--- src/rtl/ah_pl2ddr_mc_cmd_fsm.sv ---
// ah_pl2ddr_mc_cmd_fsm
//   Multi-channel command/transfer sequencer for the PL-to-DDR path. Decodes
//   AXI-Lite commands into per-channel control bits, arbitrates round-robin
//   between channels whose sample buffers need draining, and drives one AXI
//   burst at a time on the shared AXI-full master.
//
// Ports
//   clk, rst            clock, synchronous active-high reset
//   in_cmd_data/en      command word ([31:28] channel, [15:0] opcode) + strobe
//   in_ddr_low/high     per-channel DDR window [low, high) in bytes, 32b each
//   in_level            per-channel buffered word count, LVL_W bits each
//   in_transfer_en      global permission to start bursts
//   in_axi_done/error   burst-complete pulse / AXI error level
//   out_axi_init        one-cycle burst start pulse
//   out_axi_addr/len/ch burst start address, beat count, granted channel
//   out_enable          per-channel sampling enable
//   out_rst_data        per-channel buffer reset pulse (first WAIT cycle)
//   out_busy            high from ARB through INTR
//   out_cmd_processed   last latched command word
//   out_status          b0 out-of-memory, b1 AXI fail, b7 bad channel
//   out_state           FSM state code (debug)
//   intr_sent/ack/error one-cycle interrupt pulses, each gated by its mask
//
// Handshake: a command is accepted on any cycle with in_cmd_en=1 while no
// command is pending; it stays pending until its ACK cycle, and strobes seen
// while pending are dropped. A burst is offered with a single out_axi_init
// pulse; addr/len/ch then hold until in_axi_done or in_axi_error ends it.
module ah_pl2ddr_mc_cmd_fsm #(
  parameter int NUM_CH     = 4,
  parameter int LVL_W      = 10,
  parameter int BURST_MAX  = 256,
  parameter int RESET_WAIT = 0,
  localparam int CH_W      = (NUM_CH > 1) ? $clog2(NUM_CH) : 1
) (
  input  logic                    clk,
  input  logic                    rst,
  input  logic [31:0]             in_cmd_data,
  input  logic                    in_cmd_en,
  input  logic [32*NUM_CH-1:0]    in_ddr_low,
  input  logic [32*NUM_CH-1:0]    in_ddr_high,
  input  logic [LVL_W*NUM_CH-1:0] in_level,
  input  logic                    in_transfer_en,
  input  logic                    in_axi_done,
  input  logic                    in_axi_error,
  output logic                    out_axi_init,
  output logic [31:0]             out_axi_addr,
  output logic [8:0]              out_axi_len,
  output logic [CH_W-1:0]         out_axi_ch,
  output logic [NUM_CH-1:0]       out_enable,
  output logic [NUM_CH-1:0]       out_rst_data,
  output logic                    out_busy,
  output logic [31:0]             out_cmd_processed,
  output logic [7:0]              out_status,
  output logic [3:0]              out_state,
  output logic                    intr_sent,
  output logic                    intr_ack,
  output logic                    intr_error
);

  typedef enum logic [3:0] {
    S_IDLE    = 4'd0,
    S_ACK     = 4'd1,
    S_EXEC    = 4'd2,
    S_WAIT    = 4'd3,
    S_ARB     = 4'd4,
    S_CALC    = 4'd5,
    S_START   = 4'd6,
    S_WAIT_TX = 4'd7,
    S_INTR    = 4'd8,
    S_ERROR   = 4'd9
  } state_t;

  state_t state, state_prev, state_next;

  // Command register
  logic        cmd_pending;
  logic [31:0] cmd_reg;
  logic [15:0] cmd_op;
  logic [CH_W-1:0] cmd_idx;
  logic        cmd_bad;
  logic        cmd_is_wait;

  // Per-channel control
  logic [NUM_CH-1:0][31:0] offset;
  logic [NUM_CH-1:0]       enable;
  logic [NUM_CH-1:0]       force_tx;
  logic [NUM_CH-1:0]       wrap;
  logic [NUM_CH-1:0]       rst_mask;
  logic                    mask_sent, mask_ack, mask_err;
  logic                    err_flag;
  logic                    st_oom, st_axi, st_bad;
  logic [4:0]              wait_cnt;
  logic [CH_W-1:0]         last_grant;

  // Unpacked views of the per-channel input buses
  logic [NUM_CH-1:0][31:0]      lo_a, hi_a;
  logic [NUM_CH-1:0][LVL_W-1:0] lvl_a;
  assign lo_a  = in_ddr_low;
  assign hi_a  = in_ddr_high;
  assign lvl_a = in_level;

  // Requests and round-robin pick
  logic [NUM_CH-1:0] req;
  logic              rr_found;
  logic [CH_W-1:0]   rr_ch;
  int                rr_sum;

  always_comb begin
    req = '0;
    for (int i = 0; i < NUM_CH; i++) begin
      req[i] = enable[i] &
               ((32'(lvl_a[i]) >= 32'(BURST_MAX)) | (force_tx[i] & (lvl_a[i] != '0)));
    end
  end

  // Search starts one past the last grant and wraps, so a channel is only
  // granted twice in a row when it is the sole requester.
  always_comb begin
    rr_found = 1'b0;
    rr_ch    = '0;
    rr_sum   = 0;
    for (int k = 1; k <= NUM_CH; k++) begin
      rr_sum = int'(last_grant) + k;
      if (rr_sum >= NUM_CH) rr_sum = rr_sum - NUM_CH;
      if (!rr_found && req[CH_W'(rr_sum)]) begin
        rr_found = 1'b1;
        rr_ch    = CH_W'(rr_sum);
      end
    end
  end

  // Burst sizing for the granted channel
  logic [31:0] g_base, g_room, g_lvl32, g_len;

  always_comb begin
    g_base  = lo_a[out_axi_ch] + offset[out_axi_ch];
    // A window already consumed (high <= low+offset) leaves no room at all.
    g_room  = (hi_a[out_axi_ch] > g_base) ? ((hi_a[out_axi_ch] - g_base) >> 2) : 32'd0;
    g_lvl32 = 32'(lvl_a[out_axi_ch]);
    g_len   = g_lvl32;
    if (g_len > 32'(BURST_MAX)) g_len = 32'(BURST_MAX);
    if (g_len > g_room)         g_len = g_room;
  end

  // Command decode
  assign cmd_op      = cmd_reg[15:0];
  assign cmd_idx     = cmd_reg[28 +: CH_W];
  assign cmd_bad     = (32'(cmd_reg[31:28]) >= 32'(NUM_CH));
  assign cmd_is_wait = (cmd_op == 16'h0001) || (cmd_op == 16'h0002) || (cmd_op == 16'h0004);

  // State register
  always_ff @(posedge clk) begin
    if (rst) begin
      state      <= S_IDLE;
      state_prev <= S_IDLE;
    end else begin
      state      <= state_next;
      state_prev <= state;
    end
  end

  // Next-state logic
  always_comb begin
    state_next = state;
    case (state)
      S_IDLE: begin
        if (cmd_pending)                      state_next = S_ACK;
        else if (in_axi_error || err_flag)    state_next = S_ERROR;
        else if (in_transfer_en && (|req))    state_next = S_ARB;
      end
      S_ACK:   state_next = S_EXEC;
      S_EXEC:  state_next = (!cmd_bad && cmd_is_wait) ? S_WAIT : S_IDLE;
      S_WAIT:  if (wait_cnt == 5'd0) state_next = S_IDLE;
      // A request can vanish between IDLE and ARB; fall back to IDLE then.
      S_ARB:   state_next = rr_found ? S_CALC : S_IDLE;
      S_CALC: begin
        if (g_room == 32'd0)     state_next = wrap[out_axi_ch] ? S_CALC : S_ERROR;
        else if (g_len == 32'd0) state_next = S_IDLE;
        else                     state_next = S_START;
      end
      S_START: state_next = S_WAIT_TX;
      S_WAIT_TX: begin
        if (in_axi_error)     state_next = S_ERROR;
        else if (in_axi_done) state_next = S_INTR;
      end
      S_INTR:  state_next = S_IDLE;
      S_ERROR: begin
        if (cmd_pending)                     state_next = S_ACK;
        else if (!in_axi_error && !err_flag) state_next = S_IDLE;
      end
      default: state_next = S_IDLE;
    endcase
  end

  // Datapath / control registers
  always_ff @(posedge clk) begin
    if (rst) begin
      cmd_pending  <= 1'b0;
      cmd_reg      <= '0;
      offset       <= '0;
      enable       <= '0;
      force_tx     <= '0;
      wrap         <= '0;
      rst_mask     <= '0;
      mask_sent    <= 1'b0;
      mask_ack     <= 1'b0;
      mask_err     <= 1'b0;
      err_flag     <= 1'b0;
      st_oom       <= 1'b0;
      st_axi       <= 1'b0;
      st_bad       <= 1'b0;
      wait_cnt     <= '0;
      last_grant   <= CH_W'(NUM_CH - 1);
      out_axi_ch   <= '0;
      out_axi_addr <= '0;
      out_axi_len  <= '0;
    end else begin
      if (in_cmd_en && !cmd_pending) begin
        cmd_pending <= 1'b1;
        cmd_reg     <= in_cmd_data;
      end

      case (state)
        S_ACK: cmd_pending <= 1'b0;

        S_EXEC: begin
          rst_mask <= '0;
          wait_cnt <= 5'(RESET_WAIT);
          if (cmd_bad) begin
            st_bad <= 1'b1;
          end else begin
            case (cmd_op)
              16'h0001: begin
                offset     <= '0;
                enable     <= '0;
                force_tx   <= '0;
                wrap       <= '0;
                mask_sent  <= 1'b0;
                mask_ack   <= 1'b0;
                mask_err   <= 1'b0;
                err_flag   <= 1'b0;
                st_oom     <= 1'b0;
                st_axi     <= 1'b0;
                st_bad     <= 1'b0;
                last_grant <= CH_W'(NUM_CH - 1);
                rst_mask   <= '1;
              end
              16'h0002: offset[cmd_idx] <= '0;
              16'h0004: begin
                rst_mask          <= NUM_CH'(1) << cmd_idx;
                force_tx[cmd_idx] <= 1'b0;
              end
              16'h0020, 16'h0021: enable[cmd_idx] <= cmd_op[0];
              16'h0101:           force_tx[cmd_idx] <= 1'b1;
              16'h0040, 16'h0041: wrap[cmd_idx] <= cmd_op[0];
              16'h1010, 16'h1011: mask_sent <= cmd_op[0];
              16'h1080, 16'h1081: mask_ack  <= cmd_op[0];
              16'h1040, 16'h1041: mask_err  <= cmd_op[0];
              default: ;
            endcase
          end
        end

        S_WAIT: if (wait_cnt != 5'd0) wait_cnt <= wait_cnt - 5'd1;

        S_ARB: begin
          if (rr_found) begin
            out_axi_ch <= rr_ch;
            last_grant <= rr_ch;
          end
        end

        S_CALC: begin
          if (g_room == 32'd0) begin
            if (wrap[out_axi_ch]) begin
              offset[out_axi_ch] <= '0;
            end else begin
              st_oom   <= 1'b1;
              err_flag <= 1'b1;
            end
          end else begin
            out_axi_addr <= g_base;
            out_axi_len  <= g_len[8:0];
          end
        end

        S_WAIT_TX: begin
          if (in_axi_error) begin
            st_axi <= 1'b1;
          end else if (in_axi_done) begin
            offset[out_axi_ch] <= offset[out_axi_ch] + {21'b0, out_axi_len, 2'b00};
            // Keep force while data remains so the next round finishes it.
            if (g_lvl32 == 32'(out_axi_len)) force_tx[out_axi_ch] <= 1'b0;
          end
        end

        S_ERROR: st_axi <= in_axi_error;

        default: ;
      endcase
    end
  end

  // Moore outputs
  assign out_state         = state;
  assign out_axi_init      = (state == S_START);
  assign out_busy          = (state == S_ARB) || (state == S_CALC) || (state == S_START) ||
                             (state == S_WAIT_TX) || (state == S_INTR);
  assign out_enable        = enable;
  assign out_rst_data      = ((state == S_WAIT) && (state_prev != S_WAIT)) ? rst_mask : '0;
  assign out_cmd_processed = cmd_reg;
  assign out_status        = {st_bad, 5'b00000, st_axi, st_oom};
  assign intr_ack          = (state == S_ACK) && mask_ack;
  assign intr_sent         = (state == S_INTR) && mask_sent;
  assign intr_error        = (state == S_ERROR) && (state_prev != S_ERROR) && mask_err;

endmodule
--- config.mk ---
export PLATFORM = sky130hd
export DESIGN_NAME = ah_pl2ddr_mc_cmd_fsm
export DESIGN_NICKNAME = d
export VERILOG_FILES = /design/src/rtl/ah_pl2ddr_mc_cmd_fsm.sv
export SDC_FILE = /design/constraint.sdc
export NUM_CORES = 1
export LEC_CHECK = 0
export ABC_AREA = 0
export CAP_MARGIN = 30
export CORE_MARGIN = 2
export CORE_UTILIZATION = 30
export DETAILED_ROUTE_END_ITERATION = 10
export GPL_ROUTABILITY_DRIVEN = 1
export SKIP_CTS_REPAIR_TIMING = 1
export SLEW_MARGIN = 20
export SYNTH_ARGS = -nofsm -noshare
export SYNTH_HDL_FRONTEND = slang
export SYNTH_SLANG_ARGS = --single-unit
--- constraint.sdc ---
create_clock -name clk -period 12.5 [get_ports clk]
set_input_delay 3.75 -clock clk [delete_from_list [all_inputs] [get_ports clk]]
set_output_delay 3.75 -clock clk [all_outputs]
set_load 0.1 [all_outputs]
Yosys cells after proc, flatten, opt, wreduce, memory -nomap -nowiden. Cells that the tools add are included.

Add/subtract/negate cells: 12. $lt $le $gt $ge: 20. Equal/unequal tests: 43. Shift-type cells: 1. Multiplexer cells: 97. Bitwise gates (word level): 23. Reduce and logical (&&, ||, !) cells: 71.

Operators with widths (number): 128-bit two-way mux (5); 128-bit case mux with 3 select lines (1); 128-bit AND (2); 128-bit inverter (2); 128-bit case mux with 2 select lines (1); 32-bit binary-select mux with 2-bit select (3); 32-bit two-way mux (6); 128-bit bitwise mux (1); 32-bit demux with 2-bit select (2); 16-bit by 13-bit equality test with 1-bit output, second input constant (6); 32-bit logical NOT (2); 4-bit two-way mux (16); 10-bit by 9-bit greater-or-equal comparator with 1-bit output, second input constant (4); 10-bit nonzero test (4); 4-bit case mux with 9 select lines (1); 32-bit by 11-bit adder with 32-bit output (1); 32-bit adder (1); 16-bit by 6-bit equality test with 1-bit output, second input constant (2); 16-bit by 7-bit equality test with 1-bit output, second input constant (2); 32-bit by 30-bit greater-than comparator with 1-bit output (1); 32-bit greater-than comparator (1); 4-bit case mux with 2 select lines (4); 32-bit subtractor (1); 30-bit two-way mux (1); other kinds (62) (197).

Flip-flop bits (word level): 241. Input bits: 334. Output and inout bits: 100. Word-level logic and storage cells: 290.

Longest topological paths before layout. Gate-level depths: netlist of the first run.

Depth in word-level cells: 19. Mapped depth: 44. Mapped depth without buffers: 36.

Worst setup path after synthesis of the first run. OpenSTA, ideal clock, no wires.

Path kind: input to register. From: in in_ddr_low[96]. To: reg state[1] (netlist: out_state[1]). Data arrival time: 10431 ps. Slack: 1947 ps. Stages on the path: 34. Path through: mux4_2 > ha_1 > inv_1 > fa_1 > nor2b_1 > o2111ai_1 > a21boi_0 > o31ai_1 > a21oi_1 > o21bai_1 > a31oi_1 > o21ai_0 > nand2b_1 > xnor2_1 > ha_1 > clkbuf_1 > nand4_1 > or2_2 > o21ai_0 > o31a_1 > clkbuf_1 > buf_1 > nand2_1 > ha_1 > o21a_1 > o21a_1 > o21a_1 > o21ai_0 > a21oi_1 > o41ai_1 > a21o_1 > o311ai_0 > o311a_1 > a221o_1.

Cells in the longest elaborated chain, start to end: 11. Elaborated cells on any way between the ends: 13. Classes of those cells: add/sub: 2; order compare: 2; mux: 7; reduce/logical: 2.

Ends and longest elaborated chain: start, declared (RTL line 39) `input logic [32*NUM_CH-1:0] in_ddr_low,`; 32-bit binary-select mux with 2-bit select * (RTL line 136) `g_base = lo_a[out_axi_ch] + offset[out_axi_ch];`; 32-bit two-way mux (not written as such) * (RTL line 136); 32-bit adder * (RTL line 136); 32-bit subtractor or 32-bit greater-than comparator (tied branches) (RTL line 138) `g_room = (hi_a[out_axi_ch] > g_base) ? ((hi_a[out_axi_ch] - g_base) >> 2) : 32'd0;`; 30-bit two-way mux * (RTL line 138); 32-bit by 30-bit greater-than comparator with 1-bit output (RTL line 142) `if (g_len > g_room) g_len = g_room;`; 32-bit two-way mux (RTL line 142); 32-bit logical NOT (RTL line 178) `else if (g_len == 32'd0) state_next = S_IDLE;`; 3-bit two-way mux (RTL line 178); 4-bit two-way mux * (RTL line 177) `if (g_room == 32'd0) state_next = wrap[out_axi_ch] ? S_CALC : S_ERROR;`; 4-bit case mux with 9 select lines * (RTL line 165) `case (state)`; end signal, assigned (RTL line 157) `state <= state_next;`; end, declared (RTL line 73) `state_t state, state_prev, state_next;`.

Every way passes the cells marked *; elsewhere a longest branch is shown, timed or not. The select of a mux whose other input is x is not followed. A chain may end at the register's enable or synchronous reset.

Worst setup path in the final report of the first run.
From: in in_ddr_low[96]. To: reg state[2] (netlist: out_state[2]).

The elaborated chain is that of the path after synthesis.

==> metrics.md, run 1 <==
| Metric | Value |
|---|---|
| Status | `complete, no violations` |
| Port Buffers | `428` |
| Library cells used by synthesis | `82` |
| Setup Crit Path Kind | `in2reg` |
| Flops & latches, synth | `241` |
| F_max | `88.5 MHz` |
| Most frequent cells after synthesis | `dfxtp_1, nand2_1, a21oi_1` |
| Hold WC Path Type | `reg2reg` |
| Chip height | `239 um` |
| Synth top area share | `slightly below 30%` |
| Clock root buffer | `clkbuf_16` |
| Tcrit/Tclk final | `between 90% and 100%` |
| RSZ-0062 raised after global routing | `no` |
| Gpl congestion | `slightly above 0.9` |
| Mean Syn Cell Area | `slightly above 9 um^2` |
| Crit path from | `in_ddr_low[96]` |
| Count leader, synth | `dfxtp_1` |
| Antenna Cells | `0` |
| Die area | `roughly 0.057 mm^2` |
| Routed WL | `roughly 60,000 um` |
| Share of layout cells above drive strength 1 | `a little under a tenth` |
| Post-layout minimum cycle time | `approximately 11,000 ps` |
| Startpoint Class | `input port` |
| Worst hold start | `out_cmd_processed[25]` |
| Clk sinks | `241` |
| Worst slew pin tran | `1020 ps` |
| Pin count of the biggest net entering global routing | `71` |
| H-Tree Depth | `1` |
| Clock skew | `15.9 ps` |
| Clock-pin slew on the worst setup and hold paths | `70 ps` |
| Seq pwr share | `34.8%` |
| Final setup viols | `0` |
| CTS buffer count | `29` |
| P&R area growth vs syn | `36.0%` |
| Max clock buf depth | `3` |
| Vias in the first global route | `16,000` |
| Global route total overflow | `0` |
| Synth area leaders | `dfxtp_1, mux4_2, ha_1` |
| Mapped Cells | `between 1,500 and 2,000` |
| P_leak | `between 8 and 9 nW` |
| Synth async-reset ratio | `0%` |
| Via count | `around 16,000` |
| Setup TNS | `0 ps` |
| Max Fanout on Critical Path | `10` |
| Buffer and inverter count on the worst path | `2` |
| Clk_lat worst skew | `a little under 600 ps` |
| Pint | `around 1.6 mW` |
| Vias per cell | `~5.5` |
| Initial Util | `a little under a third` |
| Horiz. Die Dim | `239 um` |
| Max-Slew Margin vs Limit | `around a third` |
| Clk network pwr share | `~38%` |
| Worst path top cell family by delay | `compound AO/OA/AOI/OAI gates` |
| Nets@finish | `2,582` |
| Delay of the slowest critical-path stage | `around 500 ps` |
| Post-synthesis sequential area ratio | `about 29%` |
| Critical Path RT | `between 10,000 and 15,000 ps` |
| Post-Syn Area | `roughly 0.017 mm^2` |
| EDFF count, synth | `0` |
| Worst Setup End Kind | `register` |
| TritonCTS clock tree | `done` |
| Final Hold Vio Count | `0` |
| Initial antenna violation count | `0` |
| Core Footprint | `~0.055 mm^2` |
| Top_reg_cell synth | `dfxtp_1` |
| Hpwl dp | `47,800 um` |
| Pre-Repair DR Iteration Count | `5` |
| Remaining DRCs | `0` |
| P_sw | `0.794 mW` |
| Dominant cell type by area after synthesis | `dfxtp_1` |
| Sw Ratio | `about a third` |
| Post-DRT Antenna Nets | `0` |
| Top Ports | `434` |
| Slew Limit Fails | `0` |
| Logic gate share of total power | `about 27%` |
| Wirelength per Cell | `around 21 um` |
| Peak VDD IR | `~0.096 mV` |
| Critical path's slowest cell | `o41ai_1` |
| First-pass GRT wire length | `93,300 um` |
| Final total power | `between 2 and 2.5 mW` |
| Power Density | `between 100 and 150 mW/mm^2` |
| Synthesis Warnings | `0` |
| Post-layout util | `about two fifths` |
| Critical path arrival | `11,760 ps` |
| Gr usage total | `between 20% and 30%` |
| # rows | `86` |
| DR iter-0 viols | `about 1,200` |
| Reg2Reg Launch Point | `out_axi_ch[0]` |
| Max-Cap Viols | `0` |
## kinds of logic after synthesis
| kind of cell | share of synthesized area, % |
|---|---|
| flip-flops | 29.2 |
| other | 0.0227 |
| AND/OR/NAND/NOR | 16.5 |
| AO/OA/AOI/OAI | 21.5 |
| buffers and inverters | 4.67 |
| adder cells (fa/ha/maj) | 6.60 |
| multiplexers | 16.7 |
| XOR/XNOR | 4.71 |
## final cells by class
cell class	instances	area [um^2]
fill	5277	32300
multi-input combinational	1372	11000
sequential	241	4830
timing repair buffer	447	4500
tap	704	881
clock buffer	33	772
inverter	71	267
clock inverter	19	248
## registers in the layout, summed over array words and instances, names as in the netlist, 2 cells and up
signal / cells
offset: 128
out_axi_addr: 32
out_cmd_processed: 32
out_axi_len: 9
wait_cnt: 5
force_tx: 4
out_enable: 4
out_state: 4
rst_mask: 4
state_prev: 4
wrap: 4
last_grant: 2
out_axi_ch: 2
## placed cells by master, fill, tap and decap left out, drive strengths merged, types with 15 or more instances in the layout
master / synthesis / layout
mux4: 107 / 107
nand4: 15 / 15
a31oi: 17 / 17
nor2: 101 / 101
and2: 60 / 60
buf: 57 / 19
dfxtp: 241 / 241
a21o: 38 / 38
and3: 20 / 20
nor2b: 21 / 21
clkbuf: 54 / 34
nand2: 166 / 166
a22o: 49 / 49
mux2i: 36 / 36
o2bb2ai: 82 / 82
clkdlybuf4s50: 0 / 427
o21a: 17 / 17
nand2b: 16 / 16
xor2: 34 / 34
inv: 70 / 72
ha: 84 / 84
o31ai: 18 / 18
o21bai: 15 / 15
nor4: 20 / 20
a21oi: 121 / 121
nand3: 36 / 36
nor3: 37 / 37
o21ai: 76 / 76
xnor2: 55 / 55
## routing by layer
metal | GRT usage (%) | routed length (um)
met1 | 26.7 | 26100
met5 | 0 | 0
met2 | 36.1 | 29900
met4 | 4.89 | 1390
met3 | 3.42 | 4220
## through the flow
step                      area [um^2]  worst slack (ps)  instances  hold WS (ps)
after floorplan                 16600              1950       1795           427
after global placement          21400               861       2830           440
after detailed placement        21500               717       2834           441
after CTS                       22500              1270       2886           459
after global routing            22500               720       2887           476
final                           22500              1200       2887           454
## worst min-delay path: cells and delay by family (launching register included)
family           cells  cell delay, ps
AO/OA/AOI/OAI        1              50
flip-flops           1             310
AND/OR/NAND/NOR      1              50
## power by group through the flow
stage	clock network (mW)	registers (mW)	logic, mW
5_1_grt	0.950	0.836	0.695
4_1_cts	0.921	0.831	0.651
6_report	0.906	0.832	0.653
3_5_place_dp	0	0.847	0.647
2_1_floorplan	0	0.950	0.302
3_3_place_gp	0	0.846	0.640
## worst paths after layout
check                                to  slack [ps]  cells after the start
hold reg to reg   out_cmd_processed[25]         450                      2
setup reg to reg           out_state[2]        3400                     34
setup / recovery           out_state[2]        1200                     34
hold / removal    out_cmd_processed[25]         450                      2
Note: power is estimated with default switching activity, not from simulation.
==> run 2, diff against run 1 <==
CORE_UTILIZATION = 40   (was 30)
PLACE_DENSITY = 0.68   (was unset)
==> run 2 against run 1 <==
  * Maximum frequency grew 0.14%
  * Sequential share of layout area is 0.20 points higher
  * Clock-buffer cell count up 2
  * Sequential power barely moved
  * Die area shrank 25%
  * Sequential cell count unchanged
  * Largest cell class unchanged
==> metrics.md, run 2 (synthesized netlist as in run 1, its figures left out) <==
| Metric | Value |
|---|---|
| Max-Cap Viols | `0` |
| Top Ports | `434` |
| H-Tree Depth | `1` |
| Final setup viols | `0` |
| Clock-pin slew on the worst setup and hold paths | `about 60 ps` |
| Vias per cell | `5.84` |
| Wirelength per Cell | `around 22 um` |
| Global route total overflow | `0` |
| Clock root buffer | `clkbuf_16` |
| Horiz. Die Dim | `roughly 210 um` |
| Share of layout cells above drive strength 1 | `9.45%` |
| Post-layout minimum cycle time | `11,280 ps` |
| Nets@finish | `~2,600` |
| Clk sinks | `roughly 240` |
| Max reg flops | `roughly 130` |
| Chip height | `207 um` |
| Post-DRT Antenna Nets | `0` |
| DP Area | `roughly 0.021 mm^2` |
| Buffer and inverter count on the worst path | `4` |
| Pre-Repair DR Iteration Count | `5` |
| Worst slew pin tran | `1040 ps` |
| Remaining DRCs | `0` |
| First-pass GRT wire length | `slightly above 90,000 um` |
| Port Buffers | `428` |
| Hold WC Path Type | `reg2reg` |
| Hold WS | `between 400 and 500 ps` |
| Clk_lat worst skew | `around 550 ps` |
| Startpoint Class | `input port` |
| # rows | `between 70 and 80` |
| Pin count of the biggest net entering global routing | `67` |
| Delay of the slowest critical-path stage | `about 500 ps` |
| F_max | `~90 MHz` |
| Max clock buf depth | `3` |
| Initial Util | `about two fifths` |
| P_leak | `approximately 8.1 nW` |
| Critical path arrival | `11,720 ps` |
| Commonest non-fill, non-tap cell in the layout | `clkdlybuf4s50_1` |
| Setup Crit Path Kind | `in2reg` |
| Reg2Reg Launch Point | `out_axi_ch[0]` |
| Worst path top cell family by delay | `compound AO/OA/AOI/OAI gates` |
| CTS buffer count | `28` |
| Final Hold Vio Count | `0` |
| P&R area growth vs syn | `34.7%` |
| Power Density | `approximately 110 mW/mm^2` |
| Critical path's slowest cell | `mux4_2` |
| Slew Limit Fails | `0` |
| Setup TNS | `0 ps` |
| Peak VDD IR | `approximately 0.11 mV` |
| DR iter-0 viols | `~1,100` |
| Status | `complete, no violations` |
| Antenna Cells | `0` |
| Crit path to | `out_state[1]` |
| Most flop-heavy register | `offset` |
| Routed WL | `around 60,000 um` |
| Most frequent cells in the layout | `clkdlybuf4s50_1, dfxtp_1, nand2_1` |
| Tcrit/Tclk final | `around nine tenths` |
| Hpwl dp | `about 46,000 um` |
| Max Fanout on Critical Path | `21` |
| Die area | `between 0.04 and 0.05 mm^2` |
| Fillcell total | `~3,700` |
| Max-Slew Margin vs Limit | `between 30 and 40%` |
| Critical Path RT | `approximately 13,000 ps` |
| Fin cells | `~2,700` |
| Vias in the first global route | `15,700` |
| Core Footprint | `roughly 0.04 mm^2` |
| Initial antenna violation count | `1` |
| Worst Setup End Kind | `register` |
| R2R setup slack | `approximately 3500 ps` |
| Post-placement cell count | `between 2,000 and 3,000` |
| Gpl congestion | `approximately 0.92` |
| Gr usage total | `26.7%` |
| RSZ-0062 raised after global routing | `no` |
| Worst reg2reg path depth | `36` |
| Stages on the worst setup path | `36` |
| Reg-to-reg endpoint | `out_state[1]` |
| Final instance area | `0.0223 mm^2` |
| TritonCTS clock tree | `done` |
| Crit path from | `in_ddr_low[64]` |
| Clock skew | `~12 ps` |
| Via count | `~16,000` |
## run 2: cell types whose count changed in the layout (fill, tap and decap cells not counted), moves of 2 or more
cell,delta
clkbuf_8,+4
o21a_1,+2
clkinv_2,-2
o21a_2,-2
## run 2: cell type report
| class | count | area [um^2] | area share (%) |
|---|---|---|---|
| clock inverter | 17 | 228 | 1.02 |
| sequential | 241 | 4830 | 21.7 |
| timing repair buffer | 445 | 4500 | 20.2 |
| clock buffer | 35 | 798 | 3.58 |
| inverter | 71 | 267 | 1.20 |
| multi-input combinational | 1372 | 11000 | 49.4 |
| tap | 532 | 666 | 2.99 |
## run 2: worst register-to-register path: cells and delay by family, from the launching register on
family	cells	cell delay, ps
AOI/OAI and AO/OA	18	4180
and+or+nand+nor	8	1330
adders and majority gates	4	980
buffers and inverters	4	960
muxes	1	670
DFF	1	620
xor gates and xnor gates	1	120
## run 2: routing by layer
metal  track usage (%)  up-vias  part of all wire, %
met5                 0        -                0.022
met4              5.27        2                  1.7
met3              3.98       63                  6.3
met2              44.9      600                   47
met1              36.5     7726                   45
li1                  -     7447                    -
## run 2: stage by stage
step / util (%) / total power [mW] / setup slack, ps
after floorplan: - / 1.25 / 1950
after global placement: 51.8 / 1.48 / 962
after detailed placement: 52.1 / 1.49 / 757
after CTS: 54.6 / 2.39 / 1280
after global routing: 54.6 / 2.47 / 584
final: 54.6 / 2.38 / 1220
## run 2: power by group
group	internal, mW	leakage, nW	switching, mW
clock	0.556	0.506	0.346
combinational	0.257	5.70	0.394
sequential	0.791	1.95	0.0377
total	1.60	8.15	0.778
## run 2: worst min-delay path by stage
stage / startpoint / cells past startpoint / slack (ps) / end
after floorplan: offset[52] / 1 / 430 / offset[52]
after global placement: offset[77] / 1 / 440 / offset[77]
after detailed placement: offset[116] / 1 / 440 / offset[116]
after CTS: out_cmd_processed[18] / 2 / 460 / out_cmd_processed[18]
after global routing: offset[19] / 1 / 470 / offset[19]
final: out_cmd_processed[18] / 2 / 460 / out_cmd_processed[18]
